### config.mk
export PLATFORM = sky130hd
export DESIGN_NAME = gpu_dma_sched
export DESIGN_NICKNAME = d
export VERILOG_FILES = /design/src/rtl/gpu_pkg.sv /design/src/rtl/gpu_dma_route.sv /design/src/rtl/gpu_dma_sched.sv
export SDC_FILE = /design/constraint.sdc
export NUM_CORES = 1
export LEC_CHECK = 0
export CAP_MARGIN = 0
export CELL_PAD_IN_SITES_DETAIL_PLACEMENT = 0
export CELL_PAD_IN_SITES_GLOBAL_PLACEMENT = 1
export CORE_ASPECT_RATIO = 2
export CORE_MARGIN = 2
export CORE_UTILIZATION = 37
export CTS_BUF_LIST = sky130_fd_sc_hd__clkbuf_8
export DETAILED_ROUTE_END_ITERATION = 6
export PLACE_DENSITY_LB_ADDON = 0.1
export SKIP_LAST_GASP = 1
export SLEW_MARGIN = 10
export SYNTH_ARGS = -nofsm -noshare
export SYNTH_HDL_FRONTEND = slang
export SYNTH_SLANG_ARGS = --single-unit
### constraint.sdc
create_clock -name clk -period 7.3 [get_ports clk]
set_input_delay 1.095 -clock clk [delete_from_list [all_inputs] [get_ports clk]]
set_output_delay 1.095 -clock clk [all_outputs]
set_load 0.05 [all_outputs]
### src/rtl/gpu_pkg.sv
// gpu_pkg: shared owner ids, DMA window state encoding and default base addresses
package gpu_pkg;
  typedef enum logic [2:0] {S_IDLE, S_MAP1, S_GFX1, S_MAP2, S_GFX2, S_OBJ, S_REF, S_DONE} state_t;
  localparam logic [2:0] ID_MAP1 = 3'd0;
  localparam logic [2:0] ID_GFX1 = 3'd1;
  localparam logic [2:0] ID_MAP2 = 3'd2;
  localparam logic [2:0] ID_GFX2 = 3'd3;
  localparam logic [2:0] ID_OBJ  = 3'd4;
  localparam logic [2:0] ID_NONE = 3'd7;
  localparam logic [21:0] BASE_MAP1_DEF = 22'h00000;
  localparam logic [21:0] BASE_GFX1_DEF = 22'h10000;
  localparam logic [21:0] BASE_MAP2_DEF = 22'h04000;
  localparam logic [21:0] BASE_GFX2_DEF = 22'h50000;
  localparam logic [21:0] BASE_OBJ_DEF  = 22'h90000;
  function automatic logic [2:0] owner_id(state_t s);
    return s == S_MAP1 ? ID_MAP1 : s == S_GFX1 ? ID_GFX1 : s == S_MAP2 ? ID_MAP2 :
           s == S_GFX2 ? ID_GFX2 : s == S_OBJ ? ID_OBJ : ID_NONE;
  endfunction
endpackage

### src/rtl/gpu_dma_route.sv
// gpu_dma_route: owner-id delay line that steers returned read data valid to the issuing client
module gpu_dma_route
  import gpu_pkg::*;
#(
  parameter int RD_LAT = 6
) (
  input  logic       clk,
  input  logic       rst,
  input  logic       ld,
  input  logic [2:0] id,
  input  logic       ram_data_vld,
  output logic       map1_vld,
  output logic       gfx1_vld,
  output logic       map2_vld,
  output logic       gfx2_vld,
  output logic       obj_vld
);
  // d[0] is captured together with dma_rden; d[RD_LAT] lines up with ram_data_vld
  logic [2:0] d [RD_LAT+1];
  logic [2:0] tap;
  always_ff @(posedge clk or posedge rst)
    if (rst) begin
      for (int i = 0; i <= RD_LAT; i++) d[i] <= ID_NONE;
    end else begin
      d[0] <= ld ? id : ID_NONE;
      for (int i = 1; i <= RD_LAT; i++) d[i] <= d[i-1];
    end
  always_comb begin
    tap = d[RD_LAT];
    map1_vld = ram_data_vld & (tap == ID_MAP1);
    gfx1_vld = ram_data_vld & (tap == ID_GFX1);
    map2_vld = ram_data_vld & (tap == ID_MAP2);
    gfx2_vld = ram_data_vld & (tap == ID_GFX2);
    obj_vld  = ram_data_vld & (tap == ID_OBJ);
  end
endmodule

### src/rtl/gpu_dma_sched.sv
// gpu_dma_sched: per-line SDRAM slot windowing, client address mux and read-return routing
module gpu_dma_sched
  import gpu_pkg::*;
#(
  parameter int          W_MAP1    = 8,
  parameter int          W_GFX1    = 16,
  parameter int          W_MAP2    = 8,
  parameter int          W_GFX2    = 16,
  parameter int          W_OBJ     = 64,
  parameter int          W_REF     = 2,
  parameter int          RD_LAT    = 6,
  parameter logic [21:0] BASE_MAP1 = BASE_MAP1_DEF,
  parameter logic [21:0] BASE_GFX1 = BASE_GFX1_DEF,
  parameter logic [21:0] BASE_MAP2 = BASE_MAP2_DEF,
  parameter logic [21:0] BASE_GFX2 = BASE_GFX2_DEF,
  parameter logic [21:0] BASE_OBJ  = BASE_OBJ_DEF
) (
  input  logic        clk,
  input  logic        rst,
  input  logic        bus_dma_ena,
  input  logic        bus_eol,
  input  logic [3:0]  ram_cyc,
  input  logic [3:0]  ram_ph,
  output logic        map1_ena,
  output logic        gfx1_ena,
  output logic        map2_ena,
  output logic        gfx2_ena,
  output logic        obj_ena,
  input  logic [13:0] map1_addr,
  input  logic        map1_rden,
  input  logic [15:0] gfx1_addr,
  input  logic        gfx1_rden,
  input  logic [13:0] map2_addr,
  input  logic        map2_rden,
  input  logic [15:0] gfx2_addr,
  input  logic        gfx2_rden,
  input  logic [15:0] obj_addr,
  input  logic        obj_rden,
  output logic [21:0] dma_addr,
  output logic        dma_rden,
  output logic        ref_req,
  input  logic        ram_data_vld,
  output logic        map1_vld,
  output logic        gfx1_vld,
  output logic        map2_vld,
  output logic        gfx2_vld,
  output logic        obj_vld,
  output logic        line_ovr
);
  function automatic logic [8:0] wlen(state_t s);
    return s == S_MAP1 ? 9'(W_MAP1) : s == S_GFX1 ? 9'(W_GFX1) : s == S_MAP2 ? 9'(W_MAP2) :
           s == S_GFX2 ? 9'(W_GFX2) : s == S_OBJ ? 9'(W_OBJ) : s == S_REF ? 9'(W_REF) : 9'd0;
  endfunction
  // advance past zero-length windows; DONE terminates the chain
  function automatic state_t skip(state_t s);
    state_t t = s;
    for (int i = 0; i < 6; i++) t = (t != S_DONE && wlen(t) == 9'd0) ? state_t'(t + 3'd1) : t;
    return t;
  endfunction
  state_t      st, ns;
  logic [8:0]  sc, nsc;
  logic [2:0]  own;
  logic [21:0] base, ofs;
  logic        rd, slot, samp, last, unused_ph;
  assign unused_ph = ^{ram_cyc[3:2], ram_ph[3], ram_ph[1]};
  always_comb begin
    slot = ram_cyc[0] & ram_ph[0];
    samp = ram_cyc[1] & ram_ph[2];
    last = sc == wlen(st) - 9'd1;
    ns = st;
    nsc = sc;
    if (!bus_dma_ena) begin
      ns = S_IDLE;
      nsc = '0;
    end else if (bus_eol) begin
      ns = skip(S_MAP1);
      nsc = '0;
    end else if (slot && st != S_IDLE && st != S_DONE) begin
      ns = last ? skip(state_t'(st + 3'd1)) : st;
      nsc = last ? '0 : sc + 9'd1;
    end
  end
  always_comb begin
    own = owner_id(st);
    base = own == ID_MAP1 ? BASE_MAP1 : own == ID_GFX1 ? BASE_GFX1 : own == ID_MAP2 ? BASE_MAP2 :
           own == ID_GFX2 ? BASE_GFX2 : own == ID_OBJ ? BASE_OBJ : '0;
    ofs = own == ID_MAP1 ? {8'd0, map1_addr} : own == ID_GFX1 ? {4'd0, gfx1_addr, 2'b00} :
          own == ID_MAP2 ? {8'd0, map2_addr} : own == ID_GFX2 ? {4'd0, gfx2_addr, 2'b00} :
          own == ID_OBJ ? {4'd0, obj_addr, 2'b00} : '0;
    rd = own == ID_MAP1 ? map1_rden : own == ID_GFX1 ? gfx1_rden : own == ID_MAP2 ? map2_rden :
         own == ID_GFX2 ? gfx2_rden : own == ID_OBJ ? obj_rden : 1'b0;
  end
  always_ff @(posedge clk or posedge rst)
    if (rst) begin
      st <= S_IDLE;
      sc <= '0;
      {obj_ena, gfx2_ena, map2_ena, gfx1_ena, map1_ena} <= '0;
      ref_req <= 1'b0;
      line_ovr <= 1'b0;
      dma_addr <= '0;
      dma_rden <= 1'b0;
    end else begin
      st <= ns;
      sc <= nsc;
      {obj_ena, gfx2_ena, map2_ena, gfx1_ena, map1_ena} <=
        {ns == S_OBJ, ns == S_GFX2, ns == S_MAP2, ns == S_GFX1, ns == S_MAP1};
      ref_req <= ns == S_REF;
      line_ovr <= bus_dma_ena & bus_eol & st != S_IDLE & st != S_DONE;
      if (samp) begin
        dma_addr <= base + ofs;
        dma_rden <= rd & bus_dma_ena;
      end
    end
  gpu_dma_route #(.RD_LAT(RD_LAT)) u_route (
    .clk(clk),
    .rst(rst),
    .ld(samp & rd & bus_dma_ena),
    .id(own),
    .ram_data_vld(ram_data_vld),
    .map1_vld(map1_vld),
    .gfx1_vld(gfx1_vld),
    .map2_vld(map2_vld),
    .gfx2_vld(gfx2_vld),
    .obj_vld(obj_vld)
  );
endmodule
* Word level (Yosys, flattened, before mapping)
Index checks and enable logic that the tools add are counted.
** Word-level totals
- Word-level logic and storage cells :: 200
- Output and inout bits :: 35
- Register bits after elaboration :: 63
- Input bits :: 94
** Cells by class
- Bitwise gates (word level) :: 13
- Add/subtract/negate cells :: 10
- Reductions and logical operators :: 17
- Multiplexer cells :: 77
- Equality and inequality tests :: 65
** Operators with widths (count)
- $mux 7 :: 35
- $mux 20 :: 5
- $mux 18 :: 5
- $eq 3x3->1 const B :: 26
- $eq 3x2->1 const B :: 20
- $logic_not 9->1 :: 6
- $mux 3 :: 15
- $mux 9 :: 4
- $eq 3x1->1 const B :: 10
- $add 20x18->21 :: 1
- $add 3x1->3 const B :: 7
- $ne 3x3->1 const B :: 7
- $mux 2 :: 8
- $and 1x1->1 :: 13
- $add 9x1->9 const B :: 1
- $eq 9x9->1 :: 1
- $logic_and 1x1->1 :: 8
- $sub 7x1->8 const B :: 1
- $logic_not 3->1 :: 2
- $mux 1 :: 5
- $ne 3x1->1 const B :: 1
- $reduce_bool 3->1 :: 1

* Longest topological paths before layout
Gate-level depths: netlist of run 1.
- Depth in word-level cells :: 66
- Gate-level depth with buffers :: 17
- Depth with buffers taken out :: 14

* Hierarchy
Synthesis of run 1 repeated with hierarchy kept, for this count alone.
** Second synthesis, totals
- Cells, all modules :: 422
- Area, all modules :: 3803.6 sq um
** Modules (own cells, without submodules)
- gpu_dma_sched :: sequential area each 1026.0 sq um, cells an instance 392, area an instance 3165.5 sq um, times used 1
- gpu_dma_route :: sequential area each 551.8 sq um, cells an instance 30, area an instance 638.1 sq um, times used 1

* Least setup slack after synthesis of run 1
OpenSTA, ideal clock, no wires.
- Path type :: input to output
- Start :: input port ram_data_vld
- End :: output port map1_vld
- Cell stages on the path :: 2
- Required time :: 6205 ps
- Arrival :: 2466 ps
- Setup slack :: 3739 ps
- Path buffers :: 0
- Cells stage by stage :: nor2b_1 -> nor3b_1
** On the way
- Cells in the longest elaborated chain, start to end :: 1
** RTL lines
- start: declaration :: RTL line gpu_dma_sched.sv:42 : input logic ram_data_vld,
- $and 1x1->1 :: RTL line gpu_dma_route.sv:30 : map1_vld = ram_data_vld & (tap == ID_MAP1);
- end: declaration :: RTL line gpu_dma_sched.sv:43 : output logic map1_vld,
No other way between the ends.

* Worst setup path after layout of run 1
- Start :: register st[2]
- End :: register dma_addr[17]
** On the way
- Cells in the longest elaborated chain, start to end :: 13
- Elaborated cells between the ends (all ways) :: 26
- Classes of those cells :: add/sub (1); eq/ne (9); mux (15); reduce/logical (1)
** RTL lines
- start: declaration :: RTL line gpu_dma_sched.sv:60 : state_t st, ns;
- start signal: assignment :: RTL line gpu_dma_sched.sv:103 : st <= ns;
- $eq 3x3->1 :: RTL line gpu_pkg.sv:17 : s == S_GFX2 ? ID_GFX2 : s == S_OBJ ? ID_OBJ : ID_NONE;
- $mux 2 :: RTL line gpu_pkg.sv:17
- $mux 3 :: RTL line gpu_pkg.sv:17
- $mux 3 (2 in a row) :: RTL line gpu_pkg.sv:16 : return s == S_MAP1 ? ID_MAP1 : s == S_GFX1 ? ID_GFX1 : s == S_MAP2 ? ID_MAP2 :
- $mux 3 * :: RTL line gpu_pkg.sv:16
- $eq 3x3->1 :: RTL line gpu_dma_sched.sv:86, gpu_dma_sched.sv:89
- $mux 20 or $mux 18 (tied branches) :: RTL line gpu_dma_sched.sv:86, gpu_dma_sched.sv:89
- $mux 20 or $mux 18 (tied branches) :: RTL line gpu_dma_sched.sv:86, gpu_dma_sched.sv:88
- $mux 20 or $mux 18 (tied branches) :: RTL line gpu_dma_sched.sv:85, gpu_dma_sched.sv:88
- $mux 20 or $mux 18 (tied branches) (2 in a row) :: RTL line gpu_dma_sched.sv:85, gpu_dma_sched.sv:87
- $add 20x18->21 * :: RTL line gpu_dma_sched.sv:110 : dma_addr <= base + ofs;
- end signal: assignment :: RTL line gpu_dma_sched.sv:110
- end: declaration :: RTL line gpu_dma_sched.sv:39 : output logic [21:0] dma_addr,
Mark *: on every way between the ends. The rest lies on a longest branch, timed or not.
A chain may end at the register's enable or synchronous reset.

==> metrics.csv, run 1 <==
metric;value;unit
number of cells on the worst hold path;0;
clock period minus final worst setup slack;4.023;ns
number of H-tree levels;3;
horizontal die dimension;73.75;um
weighted congestion reported at the end of routability-driven placement;0.8235;
biggest area contributors in the synthesized netlist;dfrtp_1, dfstp_2, ha_1;
area used by multi-input combinational logic;0.001877;mm2
worst min path class;reg -> reg;
placeable core area;0.009572;mm2
internal power consumption;681.1;uW
Required @ worst endpoint;7.58;ns
mux cell area share after synthesis;1.008;%
initial standard-cell utilization of the core;37.61;%
largest family of logic cells by synthesized area;compound AO/OA/AOI/OAI gates;
Total Neg Setup Slack;0;ns
global-route wire length before repair;16.36;mm
total routed wirelength;10.66;mm
mean cell area of the mapped netlist;9.498;um2
Post-Syn Area;0.003600;mm2
number of cells on the worst reg-to-reg path;11;
Routed wire per std cell;17.57;um
clock-pin slew of the registers on the worst-case setup and hold paths;0.07;ns
number of cells upsized or downsized after cts;0;
Skew-Pair Late Insertion Delay;0.35;ns
Yosys warning total;0;
count of endpoints failing setup in the final report;0;
post-place setup slack;3.314;ns
simple logic cell fraction of the synthesized area;19.50;%
Fillers;924;
total leakage power;0.002136;uW
clock share of power;38.9;%
number of enable-type register cells in the synthesized netlist;0;
hold buffer count at cts;0;
Num CTS Buffers;9;
detailed-placement wirelength estimate;7.686;mm
Worst Max-Slew Pin Slew;0.9987;ns
number of ports placed on the die boundary;129;
number of nets in the layout;604;
GR Layer Usage met2;33.69;%
growth of design area from synthesis to finish;42.34;%
max_slew headroom;33.28;%
met3 Usage GRT;3.506;%
Layout Skew;0.004966;ns
pwr dens;185.0;mW/mm2
number of search-and-repair iterations in the first detailed-routing pass;4;
run status;complete, no violations;
area occupied by registers;0.001578;mm2
#FFs+latches synth;62;
count of nets left with antenna violations after detail routing;0;
synthesized net count;487;
fraction of layout cells with a size suffix above 1;11.58;%
DIE AREA;0.01058;mm2
Most Frequent Cell on Critical Path;ha_1;
number of distinct library cells after synthesis;68;
number of post-CTS setup repair buffers;0;
maximum number of pins on one net before global-route repair;63;
leading register cell type out of synthesis;dfrtp_1;
Inserted Diodes;0;
proportion of synthesized flip-flops having asynchronous set or reset;100.0;%
slowest library cell on the worst path;dfrtp_1;
most frequently used cell type in the post-synthesis netlist;dfrtp_1;
grt peak-use layer;met2;
Period Utilization, post-route;55.11;%
net switching component of the power;266.5;uW
Tot GR Track Use;20.79;%
routed via count;3282;
Crit Path Class;reg -> reg;
overflow left after global routing;0;
Max clock buf depth;2;
parity-gate share of the synthesized area counting xor and xnor cells;0.9732;%
count of input and output buffers;123;
library cell occupying the most area in the post-synthesis netlist;dfrtp_1;
category of the worst setup path launch point;flip-flop;
DR DRC count;0;
clock tree from TritonCTS;done;
final hold violations;0;
clk sink count;62;
Initial DRC Count;128;
crit-path cells;inv_2, ha_1, nor3b_2, and2_1, a22o_1, a22oi_1, nor2_1, ha_1, o2111a_1, or3_1, a31oi_1;
detailed-route vias per instance;5.407;
via count of the first global-routing pass;3146;
total power;947.6;uW
Synth Area in Compound Gates;25.69;%
cell row count;51;
root buffer cell;clkbuf_8;
antenna violations before repair;0;
sequential share of power;39.2;%
power share of the combinational group;21.9;%
WP data arrival;4.30;ns
sequential area share after synthesis;43.83;%
Max IR drop VDD;0.0001016;V
Adder-Cell Fraction of Synth Area;4.866;%
GR Layer Usage met1;26.04;%
RSZ-0062 raised after global routing;false;
fmax;248.6;MHz
slowest cell delay on critical path;0.94;ns
pins over their slew limit;0;
most instantiated cells after synthesis;dfrtp_1, nor2_1, a21oi_1;
fraction of synthesized cell area taken by the top area cell type;28.50;%
maximum capacitance violations;0;
vertical die dimension;143.5;um
number of standard cells after synthesis;379;
largest driver fanout on the critical path;28;
share of total power consumed by net switching;28.12;%
endpoint kind of the worst setup timing path;flip-flop;
setup ws final;3.277;ns
==> layout by cell type (no fill, tap or decap), drive strengths merged, types with 4 or more instances in the layout <==
master         netlist  final
clkdlybuf4s50        0    123
dfrtp               41     41
nor2                37     37
a21oi               35     35
nand2               26     26
nand2b              21     21
dfstp               21     21
o21ai               21     21
a31oi               18     18
ha                  14     14
inv                 10     12
o22ai               10     10
a221o               10     10
clkbuf              11      9
nor2b                8      8
a22o                 8      8
and3                 6      6
and2                 6      6
nand3                5      5
nor3                 5      5
a21o                 4      4
a22oi                4      4
buf                 10      4
o211a                4      4
==> area by class of cell <==
type                            instances  area share [%]
Clock buffer                            9           2.418
Sequential cell                        62           30.79
Multi-Input combinational cell        286           36.63
Timing Repair Buffer                  127           24.62
Inverter                               10          0.7326
Tap cell                              106           2.589
Clock inverter                          7           2.222
==> state kept, by name (all words and copies together) (netlist names) <==
name and cells:
map1_ena 1, obj_ena 1, dma_rden 1, sc 9
gfx1_ena 1, gfx2_ena 1, u_route.tap 3, u_route.d 18
map2_ena 1, line_ovr 1, st 3, ref_req 1
dma_addr 21
==> logic make-up after synthesis <==
group	after synthesis
compound gates	134
fa+ha+maj	14
simple gates	130
other cells	1
flops	62
mux	3
xor+xnor	4
buf+inv	31
==> metrics by stage <==
stage,instance area [um2],std cells,hold WS [ns],utilization [%]
2_1_floorplan,3600,379,0.3452,-
3_3_place_gp,4886,591,0.3453,51.05
3_5_place_dp,4886,591,0.3468,51.05
4_1_cts,5124,607,0.3536,53.53
5_1_grt,5124,607,0.3517,53.53
6_report,5124,607,0.3553,53.53
==> path summary, 6_finish.rpt <==
path	slack, ns	start	endpoint
max	3.28	st[2]	dma_addr[17]
min	0.36	u_route.d[17]	u_route.d[14]
max reg2reg	3.28	st[2]	dma_addr[17]
min reg2reg	0.36	u_route.d[17]	u_route.d[14]
max in group asynchronous	5.52	rst	dma_rden
min in group asynchronous	1.29	rst	dma_addr[9]
==> power groups by stage <==
stage                     clock network (uW)  logic [uW]  registers (uW)
after floorplan                            0        58.6             432
after global placement                     0         208             377
after detailed placement                   0         209             377
after CTS                                379         210             371
after global routing                     393         222             373
final                                    369         207             371
==> critical path, delay by kind of cell, from the launching register on <==
kind | cells | cell delay [ns]
simple gates | 4 | 1.51
flops | 1 | 0.94
fa+ha+maj | 2 | 0.70
compound gates | 4 | 0.65
buf+inv | 1 | 0.13
==> per-layer routing <==
layer | vias up | routed length [um] | part of all wire (%)
met5 | - | 0 | 0
met4 | 0 | 360 | 3.4
met3 | 19 | 391 | 3.7
met2 | 98 | 5588 | 52
met1 | 1528 | 4324 | 41
li1 | 1637 | - | -
Power figures use the tool's default switching activity.
==> inputs of run 2 (changes only) <==
Settings changed: CORE_UTILIZATION 37 to 34.
Clock period 7.3 ns to 4 ns, I/O delays scaled along.
==> metrics.csv, run 2 (synthesized netlist as in run 1, its figures left out) <==
metric;value;unit;change
total leakage power;0.002133;uW;was 0.002136 uW
clock period minus final worst setup slack;3.446;ns;was 4.023 ns
Max IR drop VDD;0.0001886;V;was 0.0001016 V
Routed wire per std cell;18.14;um;was 17.57 um
Crit Path Class;reg -> reg;;unchanged
detailed-placement wirelength estimate;8.772;mm;was 7.686 mm
clock tree from TritonCTS;done;;unchanged
Max clock buf depth;2;;unchanged
growth of design area from synthesis to finish;42.75;%;was 42.34%
reg2reg start;st[0];;was st[2]
number of search-and-repair iterations in the first detailed-routing pass;4;;unchanged
pins over their slew limit;0;;unchanged
endpoint kind of the worst setup timing path;flip-flop;;unchanged
startpoint of the tightest hold check path;u_route.d[8];;was u_route.d[17]
post-place setup slack;0.5744;ns;was 3.314 ns
antenna violations before repair;0;;unchanged
fmax;290.2;MHz;was 248.6 MHz
fraction of layout cells with a size suffix above 1;12.82;%;was 11.58%
Required @ worst endpoint;4.22;ns;was 7.58 ns
root buffer cell;clkbuf_8;;unchanged
number of cells upsized or downsized after cts;0;;unchanged
Layout Utilization;49.36;%;was 53.53%
largest driver fanout on the critical path;18;;was 28
number of ports placed on the die boundary;129;;unchanged
register with the most flip-flops;dma_addr;;unchanged
final hold violations;0;;unchanged
via count of the first global-routing pass;3491;;was 3146
clock-pin slew of the registers on the worst-case setup and hold paths;0.08;ns;was 0.07 ns
number of H-tree levels;3;;unchanged
routed via count;3439;;was 3282
max_slew headroom;40.56;%;was 33.28%
placeable core area;0.01041;mm2;was 0.009572 mm2
horizontal die dimension;76.76;um;was 73.75 um
count of input and output buffers;123;;unchanged
largest registers in the final layout;dma_addr x21, u_route.d x18, sc x9;;unchanged
count of nets left with antenna violations after detail routing;0;;unchanged
overflow left after global routing;0;;unchanged
cell row count;53;;was 51
Fillers;1059;;was 924
reg2reg setup slack;0.55;ns;was 3.28 ns
Tot GR Track Use;21.12;%;was 20.79%
DIE AREA;0.01148;mm2;was 0.01058 mm2
hold buffer count at cts;0;;unchanged
Inserted Diodes;0;;unchanged
Layout Skew;0.007296;ns;was 0.004966 ns
vertical die dimension;149.5;um;was 143.5 um
clk sink count;62;;unchanged
weighted congestion reported at the end of routability-driven placement;0.8427;;was 0.8235
number of flip-flops under the largest register name;21;;unchanged
pwr dens;302.9;mW/mm2;was 185.0 mW/mm2
maximum capacitance violations;0;;unchanged
detailed-route vias per instance;5.340;;was 5.407
DR DRC count;0;;unchanged
total routed wirelength;11.68;mm;was 10.66 mm
Skew-Pair Late Insertion Delay;0.35;ns;about the same
number of post-CTS setup repair buffers;0;;unchanged
global-route wire length before repair;18.69;mm;was 16.36 mm
initial standard-cell utilization of the core;34.58;%;was 37.61%
tightest hold margin;0.3529;ns;was 0.3553 ns
total power;1556;uW;was 947.6 uW
maximum number of pins on one net before global-route repair;43;;was 63
commonest non-fill, non-tap cell in the layout;clkdlybuf4s50_1;;unchanged
setup ws final;0.5545;ns;was 3.277 ns
Critical Path Source;st[0];;was st[2]
worst min path class;reg -> reg;;unchanged
highest-count cells in the layout ignoring fill and taps;clkdlybuf4s50_1, dfrtp_1, nor2_1, a21oi_1, nand2_1;;unchanged
Worst Max-Slew Pin Slew;0.8902;ns;was 0.9987 ns
count of endpoints failing setup in the final report;0;;unchanged
Period Utilization, post-route;86.14;%;was 55.11%
Num CTS Buffers;9;;unchanged
RSZ-0062 raised after global routing;false;;unchanged
Total Neg Setup Slack;0;ns;unchanged
Initial DRC Count;134;;was 128
WP data arrival;3.67;ns;was 4.30 ns
run status;complete, no violations;;unchanged
number of nets in the layout;610;;was 604
category of the worst setup path launch point;flip-flop;;unchanged
run 2: cell count changes in the layout (fill, tap and decap cells not counted), sizes merged:
cell	previous run	this run
bufinv	3	0
clkinvlp	0	1
inv	12	14
buf	4	10
run 2: area by class of cell:
class	count	area, um2	area share, %
Clock inverter	7	45.04	0.8766
Multi-Input combinational cell	286	1877	36.52
Tap cell	137	171.4	3.336
Timing Repair Buffer	133	1306	25.42
Sequential cell	62	1578	30.70
Inverter	10	37.54	0.7305
Clock buffer	9	123.9	2.411
run 2: power by group:
| group | leakage [uW] | total, uW | switching [uW] | internal (uW) |
|---|---|---|---|---|
| clock | 0.0000906 | 494 | 268 | 225 |
| combinational | 0.00129 | 385 | 212 | 173 |
| sequential | 0.000754 | 678 | 17.1 | 661 |
| total | 0.00213 | 1560 | 498 | 1060 |
run 2: per-stage QoR:
step	instance area, um2	instances
floorplan	3600	379
global placement	4970	628
detailed placement	4970	628
CTS	5139	644
global route	5139	644
finish	5139	644
run 2: per-layer routing:
metal	vias up	track usage (%)	part of all wire [%]
met5	-	0	0
met4	0	9.000	3.0
met2	120	39.17	54
met3	23	3.679	5.4
met1	1654	23.34	37
li1	1642	-	-
run 2: path summary, 6_finish.rpt:
| kind | to | cells past startpoint |
|---|---|---|
| worst max-delay path | dma_addr[18] | 15 |
| worst min-delay path | u_route.d[5] | 0 |
| worst max register to register | dma_addr[18] | 15 |
| worst min register to register | u_route.d[5] | 0 |
| max in group asynchronous | u_route.d[8] | 3 |
| min in group asynchronous | gfx1_ena | 2 |
run 2: critical path: stages, from the launching register on:
cell     delay [ns]
dfrtp_1        0.48
inv_1          0.22
ha_1           0.65
nor2_1         0.20
a21oi_1        0.24
and2_1         0.19
buf_4          0.22
a22o_1         0.15
a22oi_1        0.06
nor2_1         0.12
ha_1           0.18
ha_1           0.18
a21oi_1        0.07
nor2_1         0.11
xnor2_1        0.15
o21ai_1        0.08
